### src/rtl/sc_time_prescaler_pkg.sv
// Shared definitions for the game-time prescaler: state encodings, state
// width and the default tick period for a 50 MHz system clock.
package sc_time_pkg;

    localparam int STATE_W = 2;

    // ST_INVALID is never entered on purpose; it is named so the FSM can
    // recover from it explicitly.
    typedef enum logic [STATE_W-1:0] {
        ST_IDLE    = 2'b00,
        ST_RUN     = 2'b01,
        ST_PAUSE   = 2'b10,
        ST_INVALID = 2'b11
    } state_e;

    // One tick per second at 50 MHz.
    localparam int unsigned PRESCALER_DEFAULT_50MHZ = 32'd50000000;

endpackage

### src/rtl/sc_time_prescaler_if.sv
// Button, period and tick/clear/state signals between the control logic
// (master) and the prescaler (slave).
interface sc_time_prescaler_if #(
    parameter int PRESCALER_DATAWIDTH = 26
);
    import sc_time_pkg::*;

    logic                           SC_TimePRESCALER_start_InLow;
    logic                           SC_TimePRESCALER_pause_InLow;
    logic                           SC_TimePRESCALER_stop_InLow;
    logic [PRESCALER_DATAWIDTH-1:0] SC_TimePRESCALER_period_InBUS;
    logic                           SC_TimePRESCALER_upcount_OutLow;
    logic                           SC_TimePRESCALER_clear_OutHigh;
    logic [STATE_W-1:0]             SC_TimePRESCALER_state_OutBUS;

    modport master (
        output SC_TimePRESCALER_start_InLow,
        output SC_TimePRESCALER_pause_InLow,
        output SC_TimePRESCALER_stop_InLow,
        output SC_TimePRESCALER_period_InBUS,
        input  SC_TimePRESCALER_upcount_OutLow,
        input  SC_TimePRESCALER_clear_OutHigh,
        input  SC_TimePRESCALER_state_OutBUS
    );

    modport slave (
        input  SC_TimePRESCALER_start_InLow,
        input  SC_TimePRESCALER_pause_InLow,
        input  SC_TimePRESCALER_stop_InLow,
        input  SC_TimePRESCALER_period_InBUS,
        output SC_TimePRESCALER_upcount_OutLow,
        output SC_TimePRESCALER_clear_OutHigh,
        output SC_TimePRESCALER_state_OutBUS
    );

endinterface

### src/rtl/sc_time_prescaler_edge_detector_low.sv
// Falling-edge detector for an active-low, already debounced button.
// The sample register resets to 0 ("pressed"), so a button held through
// reset produces no event until it is released and pressed again.
module sc_edge_detector_low (
    input  logic clk,
    input  logic rst,
    input  logic btn_in_low,
    output logic fall_evt
);

    logic sample_q;
    logic sample_d;

    // Next sample is simply the current button level.
    always_comb begin
        sample_d = btn_in_low;
    end

    // Previous-sample register with synchronous reset.
    always_ff @(posedge clk) begin
        if (rst) begin
            sample_q <= 1'b0;
        end else begin
            sample_q <= sample_d;
        end
    end

    assign fall_evt = ~btn_in_low & sample_q;

endmodule

### src/rtl/sc_time_prescaler.sv
// Game-time tick generator: divides the system clock into one-cycle
// active-low upcount strobes with a period latched at start, under a
// start/pause/stop state machine, and pulses clear at each new game.
//
// state    | meaning
// ---------+-----------------------------------------------------------
// ST_IDLE  | no game running; count held at 0; waits for a start event
// ST_RUN   | count advances each cycle; tick when it wraps at P-1
// ST_PAUSE | count frozen, no ticks; pause resumes, stop ends the game
// ST_INVALID | unreachable; falls back to ST_IDLE on the next cycle
module sc_time_prescaler
    import sc_time_pkg::*;
#(
    parameter int          PRESCALER_DATAWIDTH = 26,
    parameter int unsigned PRESCALER_DEFAULT   = PRESCALER_DEFAULT_50MHZ
) (
    input  logic                SC_TimePRESCALER_CLOCK_50,
    input  logic                SC_TimePRESCALER_RESET_InHigh,
    sc_time_prescaler_if.slave  bus
);

    localparam int W = PRESCALER_DATAWIDTH;
    localparam logic [W-1:0] DEFAULT_P = W'(PRESCALER_DEFAULT);
    localparam logic [W-1:0] ONE       = W'(1);

    logic clk;
    logic rst;

    assign clk = SC_TimePRESCALER_CLOCK_50;
    assign rst = SC_TimePRESCALER_RESET_InHigh;

    logic start_evt;
    logic pause_evt;
    logic stop_evt;

    sc_edge_detector_low u_start_edge (
        .clk        (clk),
        .rst        (rst),
        .btn_in_low (bus.SC_TimePRESCALER_start_InLow),
        .fall_evt   (start_evt)
    );

    sc_edge_detector_low u_pause_edge (
        .clk        (clk),
        .rst        (rst),
        .btn_in_low (bus.SC_TimePRESCALER_pause_InLow),
        .fall_evt   (pause_evt)
    );

    sc_edge_detector_low u_stop_edge (
        .clk        (clk),
        .rst        (rst),
        .btn_in_low (bus.SC_TimePRESCALER_stop_InLow),
        .fall_evt   (stop_evt)
    );

    state_e         state_q,   state_d;
    logic [W-1:0]   count_q,   count_d;
    logic [W-1:0]   period_q,  period_d;
    logic           upcount_q, upcount_d;
    logic           clear_q,   clear_d;

    // Next-state, counter, period latch and registered-output values.
    // Stop outranks pause, pause outranks start; a pause on the wrap edge
    // freezes the count at P-1 so the tick fires on the first RUN edge
    // after resume.
    always_comb begin
        state_d   = state_q;
        count_d   = count_q;
        period_d  = period_q;
        upcount_d = 1'b1;
        clear_d   = 1'b0;

        case (state_q)
            ST_IDLE: begin
                count_d = '0;
                if (start_evt) begin
                    state_d  = ST_RUN;
                    clear_d  = 1'b1;
                    period_d = (bus.SC_TimePRESCALER_period_InBUS == '0)
                               ? DEFAULT_P
                               : bus.SC_TimePRESCALER_period_InBUS;
                end
            end

            ST_RUN: begin
                if (stop_evt) begin
                    state_d = ST_IDLE;
                    count_d = '0;
                end else if (pause_evt) begin
                    state_d = ST_PAUSE;
                end else if (count_q == period_q - ONE) begin
                    count_d   = '0;
                    upcount_d = 1'b0;
                end else begin
                    count_d = count_q + ONE;
                end
            end

            ST_PAUSE: begin
                if (stop_evt) begin
                    state_d = ST_IDLE;
                    count_d = '0;
                end else if (pause_evt) begin
                    state_d = ST_RUN;
                end
            end

            default: begin
                state_d = ST_IDLE;
                count_d = '0;
            end
        endcase
    end

    // State, counter, period and output registers with synchronous reset.
    always_ff @(posedge clk) begin
        if (rst) begin
            state_q   <= ST_IDLE;
            count_q   <= '0;
            period_q  <= DEFAULT_P;
            upcount_q <= 1'b1;
            clear_q   <= 1'b0;
        end else begin
            state_q   <= state_d;
            count_q   <= count_d;
            period_q  <= period_d;
            upcount_q <= upcount_d;
            clear_q   <= clear_d;
        end
    end

    assign bus.SC_TimePRESCALER_upcount_OutLow = upcount_q;
    assign bus.SC_TimePRESCALER_clear_OutHigh  = clear_q;
    assign bus.SC_TimePRESCALER_state_OutBUS   = state_q;

endmodule

### src/flat_wrapper.sv
// flat-port wrapper written by rule: the top's interface ports become plain ports
module sc_time_prescaler_flat import sc_time_pkg::*;
#(
    parameter int          PRESCALER_DATAWIDTH = 26,
    parameter int unsigned PRESCALER_DEFAULT   = PRESCALER_DEFAULT_50MHZ
)
  (SC_TimePRESCALER_CLOCK_50, SC_TimePRESCALER_RESET_InHigh, bus_SC_TimePRESCALER_start_InLow, bus_SC_TimePRESCALER_pause_InLow, bus_SC_TimePRESCALER_stop_InLow, bus_SC_TimePRESCALER_period_InBUS, bus_SC_TimePRESCALER_upcount_OutLow, bus_SC_TimePRESCALER_clear_OutHigh, bus_SC_TimePRESCALER_state_OutBUS);
  sc_time_prescaler_if #(.PRESCALER_DATAWIDTH(PRESCALER_DATAWIDTH)) bus_i ();
  input  logic SC_TimePRESCALER_CLOCK_50;
  input  logic SC_TimePRESCALER_RESET_InHigh;
  input wire logic [$bits(bus_i.SC_TimePRESCALER_start_InLow)-1:0] bus_SC_TimePRESCALER_start_InLow;
  input wire logic [$bits(bus_i.SC_TimePRESCALER_pause_InLow)-1:0] bus_SC_TimePRESCALER_pause_InLow;
  input wire logic [$bits(bus_i.SC_TimePRESCALER_stop_InLow)-1:0] bus_SC_TimePRESCALER_stop_InLow;
  input wire logic [$bits(bus_i.SC_TimePRESCALER_period_InBUS)-1:0] bus_SC_TimePRESCALER_period_InBUS;
  output wire logic [$bits(bus_i.SC_TimePRESCALER_upcount_OutLow)-1:0] bus_SC_TimePRESCALER_upcount_OutLow;
  output wire logic [$bits(bus_i.SC_TimePRESCALER_clear_OutHigh)-1:0] bus_SC_TimePRESCALER_clear_OutHigh;
  output wire logic [$bits(bus_i.SC_TimePRESCALER_state_OutBUS)-1:0] bus_SC_TimePRESCALER_state_OutBUS;
  assign bus_i.SC_TimePRESCALER_start_InLow = bus_SC_TimePRESCALER_start_InLow;
  assign bus_i.SC_TimePRESCALER_pause_InLow = bus_SC_TimePRESCALER_pause_InLow;
  assign bus_i.SC_TimePRESCALER_stop_InLow = bus_SC_TimePRESCALER_stop_InLow;
  assign bus_i.SC_TimePRESCALER_period_InBUS = bus_SC_TimePRESCALER_period_InBUS;
  assign bus_SC_TimePRESCALER_upcount_OutLow = bus_i.SC_TimePRESCALER_upcount_OutLow;
  assign bus_SC_TimePRESCALER_clear_OutHigh = bus_i.SC_TimePRESCALER_clear_OutHigh;
  assign bus_SC_TimePRESCALER_state_OutBUS = bus_i.SC_TimePRESCALER_state_OutBUS;
  sc_time_prescaler #(.PRESCALER_DATAWIDTH(PRESCALER_DATAWIDTH), .PRESCALER_DEFAULT(PRESCALER_DEFAULT)) u_core (.SC_TimePRESCALER_CLOCK_50(SC_TimePRESCALER_CLOCK_50), .SC_TimePRESCALER_RESET_InHigh(SC_TimePRESCALER_RESET_InHigh), .bus(bus_i));
endmodule
### config.mk
export PLATFORM = sky130hd
export DESIGN_NAME = sc_time_prescaler_flat
export DESIGN_NICKNAME = d
export VERILOG_FILES = /design/src/rtl/sc_time_prescaler_pkg.sv /design/src/rtl/sc_time_prescaler_if.sv /design/src/rtl/sc_time_prescaler_edge_detector_low.sv /design/src/rtl/sc_time_prescaler.sv /design/src/flat_wrapper.sv
export SDC_FILE = /design/constraint.sdc
export NUM_CORES = 1
export LEC_CHECK = 0
export BUFFER_PORTS_ARGS = -buffer_cell sky130_fd_sc_hd__buf_2
export CORE_MARGIN = 1
export CORE_UTILIZATION = 45
export CTS_BUF_LIST = sky130_fd_sc_hd__clkbuf_4 sky130_fd_sc_hd__clkbuf_8
export CTS_CLUSTER_SIZE = 20
export DETAILED_ROUTE_END_ITERATION = 6
export PLACE_DENSITY = 0.61
export SYNTH_ARGS = -nofsm -noshare
export SYNTH_HDL_FRONTEND = slang
export SYNTH_SLANG_ARGS = --single-unit
### constraint.sdc
create_clock -name SC_TimePRESCALER_CLOCK_50 -period 3.7 [get_ports SC_TimePRESCALER_CLOCK_50]
set_input_delay 0.74 -clock SC_TimePRESCALER_CLOCK_50 [delete_from_list [all_inputs] [get_ports SC_TimePRESCALER_CLOCK_50]]
set_output_delay 0.74 -clock SC_TimePRESCALER_CLOCK_50 [all_outputs]
set_load 0.01 [all_outputs]
==> results of run 1 <==
stage by stage:
stage | utilization, % | instance area [um^2] | hold WS [ns] | power, mW | std cells
after floorplan | - | 3720 | 0.456 | 0.771 | 486
after global placement | 49.7 | 3900 | 0.476 | 0.813 | 596
after detailed placement | 49.7 | 3900 | 0.483 | 0.817 | 596
after CTS | 52.1 | 4090 | 0.491 | 1.36 | 612
after global routing | 52.1 | 4090 | 0.518 | 1.41 | 612
final | 52.1 | 4090 | 0.489 | 1.35 | 612
layout make-up:
type / count / area [um^2]
Multi-Input combinational cell: 375 / 2290
Clock buffer: 14 / 174
Fill cell: 804 / 3760
Sequential cell: 59 / 1180
Tap cell: 102 / 128
Inverter: 18 / 67.6
Timing Repair Buffer: 42 / 230
Clock inverter: 2 / 10.0
logic make-up (layout without fill, tap and decap cells):
group,count (synthesis),in the layout
fa+ha+maj,2,2
xor+xnor,31,31
compound gates,100,100
buf+inv,52,76
flops,59,59
simple gates,234,234
mux,8,8
layer usage:
metal	up-vias	wire, um	track usage, %	part of all wire (%)
met5	-	0	0	0
met4	0	105	7.18	1.1
met3	10	356	3.28	3.7
met2	83	4370	38.7	45
met1	1708	4810	32.9	50
li1	1810	-	-	-
power by group through the flow:
stage               Sequential, mW  Combinational, mW  Clock (mW)
floorplan                    0.671             0.0991           0
global placement             0.682              0.132           0
detailed placement           0.683              0.134           0
CTS                          0.668              0.135       0.556
global route                 0.670              0.151       0.590
finish                       0.669              0.135       0.545
Yosys cell counts (2+ instances only):
cell type  count
dfxtp_1       59
nand2_1       56
nand3_1       28
nor2_1        28
a21oi_1       25
clkbuf_1      21
nand2b_1      20
nor4_1        20
xnor2_1       20
inv_1         18
o21ai_0       18
nand4_1       16
a31oi_1       13
o22ai_1       12
nor3_1        11
xor2_1        11
mux2i_1        8
nor2b_1        8
or4_1          8
buf_2          6
buf_6          6
o21ai_1        6
or3_1          6
o211ai_1       5
and2_1         4
and3_1         4
nor4b_1        4
o311ai_1       4
a22oi_1        3
and4_1         3
o41ai_1        3
or2_2          3
ha_1           2
nand4b_1       2
nor3_2         2
nor4_4         2
o31ai_1        2
or4b_1         2
worst max-delay path by stage:
stage	to	slack, ns	start
floorplan	u_core.count_q[5]	0.46	u_core.period_q[0]
detailed placement	u_core.count_q[8]	0.35	u_core.period_q[0]
global placement	u_core.count_q[10]	0.47	u_core.period_q[0]
finish	u_core.count_q[8]	0.35	u_core.period_q[0]
CTS	u_core.count_q[8]	0.34	u_core.period_q[0]
global route	u_core.count_q[21]	0.12	u_core.period_q[0]
worst max-delay path, stage by stage, from the launching register on:
cell and delay, ns:
dfxtp_1 0.39, inv_1 0.09, ha_1 0.17, or4b_1 0.55, nor4_4 0.40, xnor2_1 0.16, o211ai_1 0.09, a22o_1 0.22
or4_1 0.52, buf_4 0.26, nand2_2 0.23, o21ai_0 0.13
sequential cells by signal (all words and copies together), names as in the netlist:
| register | count |
|---|---|
| u_core.bus.SC_TimePRESCALER_clear_OutHigh | 1 |
| u_core.bus.SC_TimePRESCALER_state_OutBUS | 2 |
| u_core.u_pause_edge.sample_q | 1 |
| u_core.u_start_edge.sample_q | 1 |
| u_core.u_stop_edge.sample_q | 1 |
| u_core.period_q | 26 |
| u_core.bus.SC_TimePRESCALER_upcount_OutLow | 1 |
| u_core.count_q | 26 |
==> results.md, run 1 <==
* Status: completed
* Simple-gate share of the synthesized area at 34.9%
* Element type at the critical path end: register
* Crit share post-route at 90.5%
* Xor/xnor share of the synthesized area at 7.30%
* RSZ-0062 raised after global routing: false
* Crit Path Max Fanout at 35
* Post-synthesis adder-cell area fraction at 0.673%
* # diodes at 0
* Sink Count at 59
* Post-DRT Antenna Nets at 0
* Syn_area_per_cell at 7.65 um^2
* Top cell type's share of synthesized area at 31.8%
* Number of DRC markers in iteration 0 at 116
* Area Overhead vs Synth at 9.82%
* Die height at 92.9 um
* Post-route DRC at 0
* Gr ovfl total at 0
* Hold worst-path end: u_core.period_q[24]
* Cts hold-fix bufs at 0
* Data required, critical path at 3.90 ns
* Hold depth at 2
* Sequential fraction of the synthesis area at 31.8%
* Most common cell after layout, fill and taps aside: dfxtp_1
* Largest area contributor in the netlist: dfxtp_1
* Final hold viol count at 0
* H-tree Lvls at 3
* Worst-path clk slew at 0.07 ns
* Post-synth ARST share at 0%
* Dpl hpwl at 7.18 mm
* Largest family of logic cells by synthesized area: simple AND/OR/NAND/NOR gates
* Die width at 92.9 um
* Mapped cell area at 3720 um^2
* Flop pwr share at 49.6%
* Detailed-route wire length at 9.64 mm
* Switching part of the total at 25.3%
* Achievable Freq at 0.299 GHz
* Pint at 1.01 mW
* Post-CTS Resized at 0
* CTS Buf Count at 9
* I/O pin cnt at 35
* IO Port Bufs at 34
* Max Slew Vio Count at 0
* Worst R2R Setup Slack at 0.35 ns
* Max Cap Viol at 0
* Post-Synthesis Net Count at 519
* CP Launch Type: register
* Final Skew at 0.00760 ns
* Main area contributors after synthesis: dfxtp_1, nand2_1, xnor2_1
* Worst flop-to-flop path startpoint: u_core.period_q[0]
* PD cells at 330 nW/um^2
* TritonCTS clock tree: built
* Synth Warn # at 0
* Worst slew pin tran at 1.22 ns
* Flops & latches, synth at 59
* Initial Util at 47.4%
* WL/cell at 15.7 um
* Minimum clock period at 3.35 ns
* Post-synth top flop: dfxtp_1
* Place WS at 0.352 ns
* Worst r2r path cells at 11
* CTS Buffer Depth at 2
* Clk pwr share at 40.4%
* Final Wtd Congestion at 0.859
* Die area at 8630 um^2
* Core Area at 7850 um^2
* Combinational fraction of design power at 10.0%
* Post-synthesis cell type count at 55
* CTS root buf: clkbuf_8
* Share of layout cells above drive strength 1 at 13.7%
* Nets at 538
* Compound-Gate Fraction of Synth Area at 16.5%
* Largest net degree at the start of global routing at 42
* HP Start: u_core.period_q[24]
* Peak supply drop at 199 uV
* Mapped Cells at 486
* Mux contribution to synthesized area at 2.15%
* Post-synth EDFFs at 0
* Leak at 1.32 nW
* Antenna violations before repair at 0
* Routed vias/inst at 5.90
* P_sw at 0.341 mW
* DR pass1 iterations at 4
* Critical path type: reg -> reg
* Clock latency on the worst-skew pair at 0.33 ns
* Post-CTS setup buffers at 0
* FP Rows at 32
* Hold Path Class: reg -> reg
* Slew HR at 18.1%
* Setup_tns at 0 ns
* Via count at 3611
* First-pass GRT wire length at 16.4 mm
* Final WS setup at 0.352 ns
* Total global-route track usage at 23.9%
* Most frequent cells in the layout: dfxtp_1, nand2_1, buf_2, nor2_1, nand3_1
* Number of global-route vias before repair at 3367
* Worst flop-to-flop path endpoint: u_core.count_q[8]
* Crit path DAT at 3.55 ns
* Final setup viols at 0
Note: power is estimated with default switching activity, not from simulation.
==> run 2, diff against run 1 <==
--- a/config.mk
+++ b/config.mk
@@ -12,6 +12,8 @@
 export CTS_CLUSTER_SIZE = 20
 export DETAILED_ROUTE_END_ITERATION = 6
 export PLACE_DENSITY = 0.61
+export RECOVER_POWER = 50
 export SYNTH_ARGS = -nofsm -noshare
 export SYNTH_HDL_FRONTEND = slang
 export SYNTH_SLANG_ARGS = --single-unit
+export TNS_END_PERCENT = 5
==> results.md, run 2 (synthesis gave the netlist of run 1 again) <==
* FP Rows at 32
* Max Cap Viol at 1
* CTS Buf Count at 9
* Data required, critical path at 3.90 ns
* Die area at 8630 um^2
* Met1 WL at 4.79 mm
* Leak at 1.31 nW
* Setup_tns at 0 ns
* Util after Layout at 52.0%
* # diodes at 0
* DR top layer: met4
* Failing checks: max-capacitance violations, max-slew violations
* Die height at 92.9 um
* Worst flop-to-flop path endpoint: u_core.count_q[8]
* CP Launch Type: register
* Final Wtd Congestion at 0.859
* Detailed-route wire length at 9.64 mm
* CP Cell Sequence: inv_1, ha_1, or4b_1, nor4_4, xnor2_1, o211ai_1, a22o_1, or4_1, buf_4, nand2_2, o21ai_0
* Number of DRC markers in iteration 0 at 116
* Worst slew pin tran at 1.59 ns
* CP max stage cell: or4b_1
* Max Slew Vio Count at 42
* Routed vias/inst at 5.92
* Initial Util at 47.4%
* Post-CTS Resized at 0
* Critical path type: reg -> reg
* Post-DRT Antenna Nets at 0
* Most common cell after layout, fill and taps aside: dfxtp_1
* Worst-path clk slew at 0.07 ns
* DR pass1 iterations at 4
* Final Hold Slack at 0.489 ns
* H-tree Lvls at 3
* Worst r2r path cells at 11
* Crit path max-delay family: simple AND/OR/NAND/NOR gates
* CP peak stage delay at 0.55 ns
* Worst flop-to-flop path startpoint: u_core.period_q[0]
* Total global-route track usage at 23.9%
* Share of layout cells above drive strength 1 at 12.7%
* Clock latency on the worst-skew pair at 0.33 ns
* Gr ovfl total at 0
* Slew HR at -5.91%
* Achievable Freq at 0.299 GHz
* WP buf/inv at 2
* RSZ-0062 raised after global routing: false
* Final hold viol count at 0
* First-pass GRT wire length at 16.4 mm
* Area Overhead vs Synth at 9.65%
* Crit share post-route at 90.5%
* Crit Path Max Fanout at 35
* Die width at 92.9 um
* Crit path DAT at 3.55 ns
* CTS Buffer Depth at 2
* Post-CTS setup buffers at 0
* TritonCTS clock tree: built
* Final Skew at 0.00749 ns
* Cts hold-fix bufs at 0
* HP Start: u_core.period_q[24]
* Core Area at 7850 um^2
* Met2 Wirelength at 4.36 mm
* Peak supply drop at 199 uV
* Sink Count at 59
* Nets at 538
* Status: finished with violations
* Final setup viols at 0
* Minimum clock period at 3.35 ns
* Post-route DRC at 0
* Hold worst-path end: u_core.period_q[24]
* Hold depth at 2
* Dpl hpwl at 7.18 mm
* Number of global-route vias before repair at 3367
* Hold Path Class: reg -> reg
* IO Port Bufs at 34
* Most frequent cells in the layout: dfxtp_1, nand2_1, buf_2, nor2_1, nand3_1
* Element type at the critical path end: register
* Antenna violations before repair at 0
* Largest net degree at the start of global routing at 42
* Via count at 3620
* I/O pin cnt at 35
* WL/cell at 15.7 um
* Worst R2R Setup Slack at 0.35 ns
* CTS root buf: clkbuf_8
* PD cells at 330 nW/um^2
* Met3 routed WL at 379 um
==> run 2: cell count changes in the layout (fill, tap and decap cells not counted), sizes merged <==
cell | before | now
clkbuf | 14 | 19
buf | 42 | 37
==> run 2: worst reg2reg max path, delay by kind of cell, from the launching register on <==
kind / cells / cell delay (ns)
compound gates: 3 / 0.44
xor+xnor: 1 / 0.16
fa+ha+maj: 1 / 0.17
simple gates: 4 / 1.70
buf+inv: 2 / 0.35
flops: 1 / 0.39
==> run 2: worst max-delay path by stage <==
stage | startpoint | end | slack, ns | depth (start not counted)
finish | u_core.period_q[0] | u_core.count_q[8] | 0.35 | 11
global route | u_core.period_q[0] | u_core.count_q[21] | 0.12 | 11
CTS | u_core.period_q[0] | u_core.count_q[8] | 0.34 | 11
detailed placement | u_core.period_q[0] | u_core.count_q[8] | 0.35 | 12
global placement | u_core.period_q[0] | u_core.count_q[10] | 0.47 | 11
floorplan | u_core.period_q[0] | u_core.count_q[5] | 0.46 | 14
==> run 2: where the power goes <==
group	leakage [nW]	internal, mW	switching, mW
registers	0.478	0.648	0.0209
logic	0.727	0.0589	0.0757
clock network	0.101	0.300	0.244
total	1.31	1.01	0.340
==> run 2: cell type report <==
| cell class | count | area, um^2 |
|---|---|---|
| well taps | 102 | 128 |
| clock inverters | 2 | 10.0 |
| inverters | 18 | 67.6 |
| multi-input cells | 375 | 2290 |
| flip-flops and latches | 59 | 1180 |
| repair buffers | 42 | 224 |
| fillers | 806 | 3770 |
| clock buffers | 14 | 174 |
==> run 2: per-stage QoR <==
step	worst slack (ns)	instance area, um^2	total power [mW]	cells
2_1_floorplan	0.455	3720	0.771	486
3_3_place_gp	0.466	3900	0.813	596
3_5_place_dp	0.352	3900	0.817	596
4_1_cts	0.339	4090	1.36	612
5_1_grt	0.118	4080	1.41	612
6_report	0.351	4080	1.35	612
==> run 2: layer usage <==
layer | track usage (%) | vias to the layer above
li1 | - | 1812
met4 | 7.18 | 0
met3 | 3.28 | 10
met5 | 0 | -
met1 | 32.9 | 1717
met2 | 38.7 | 81
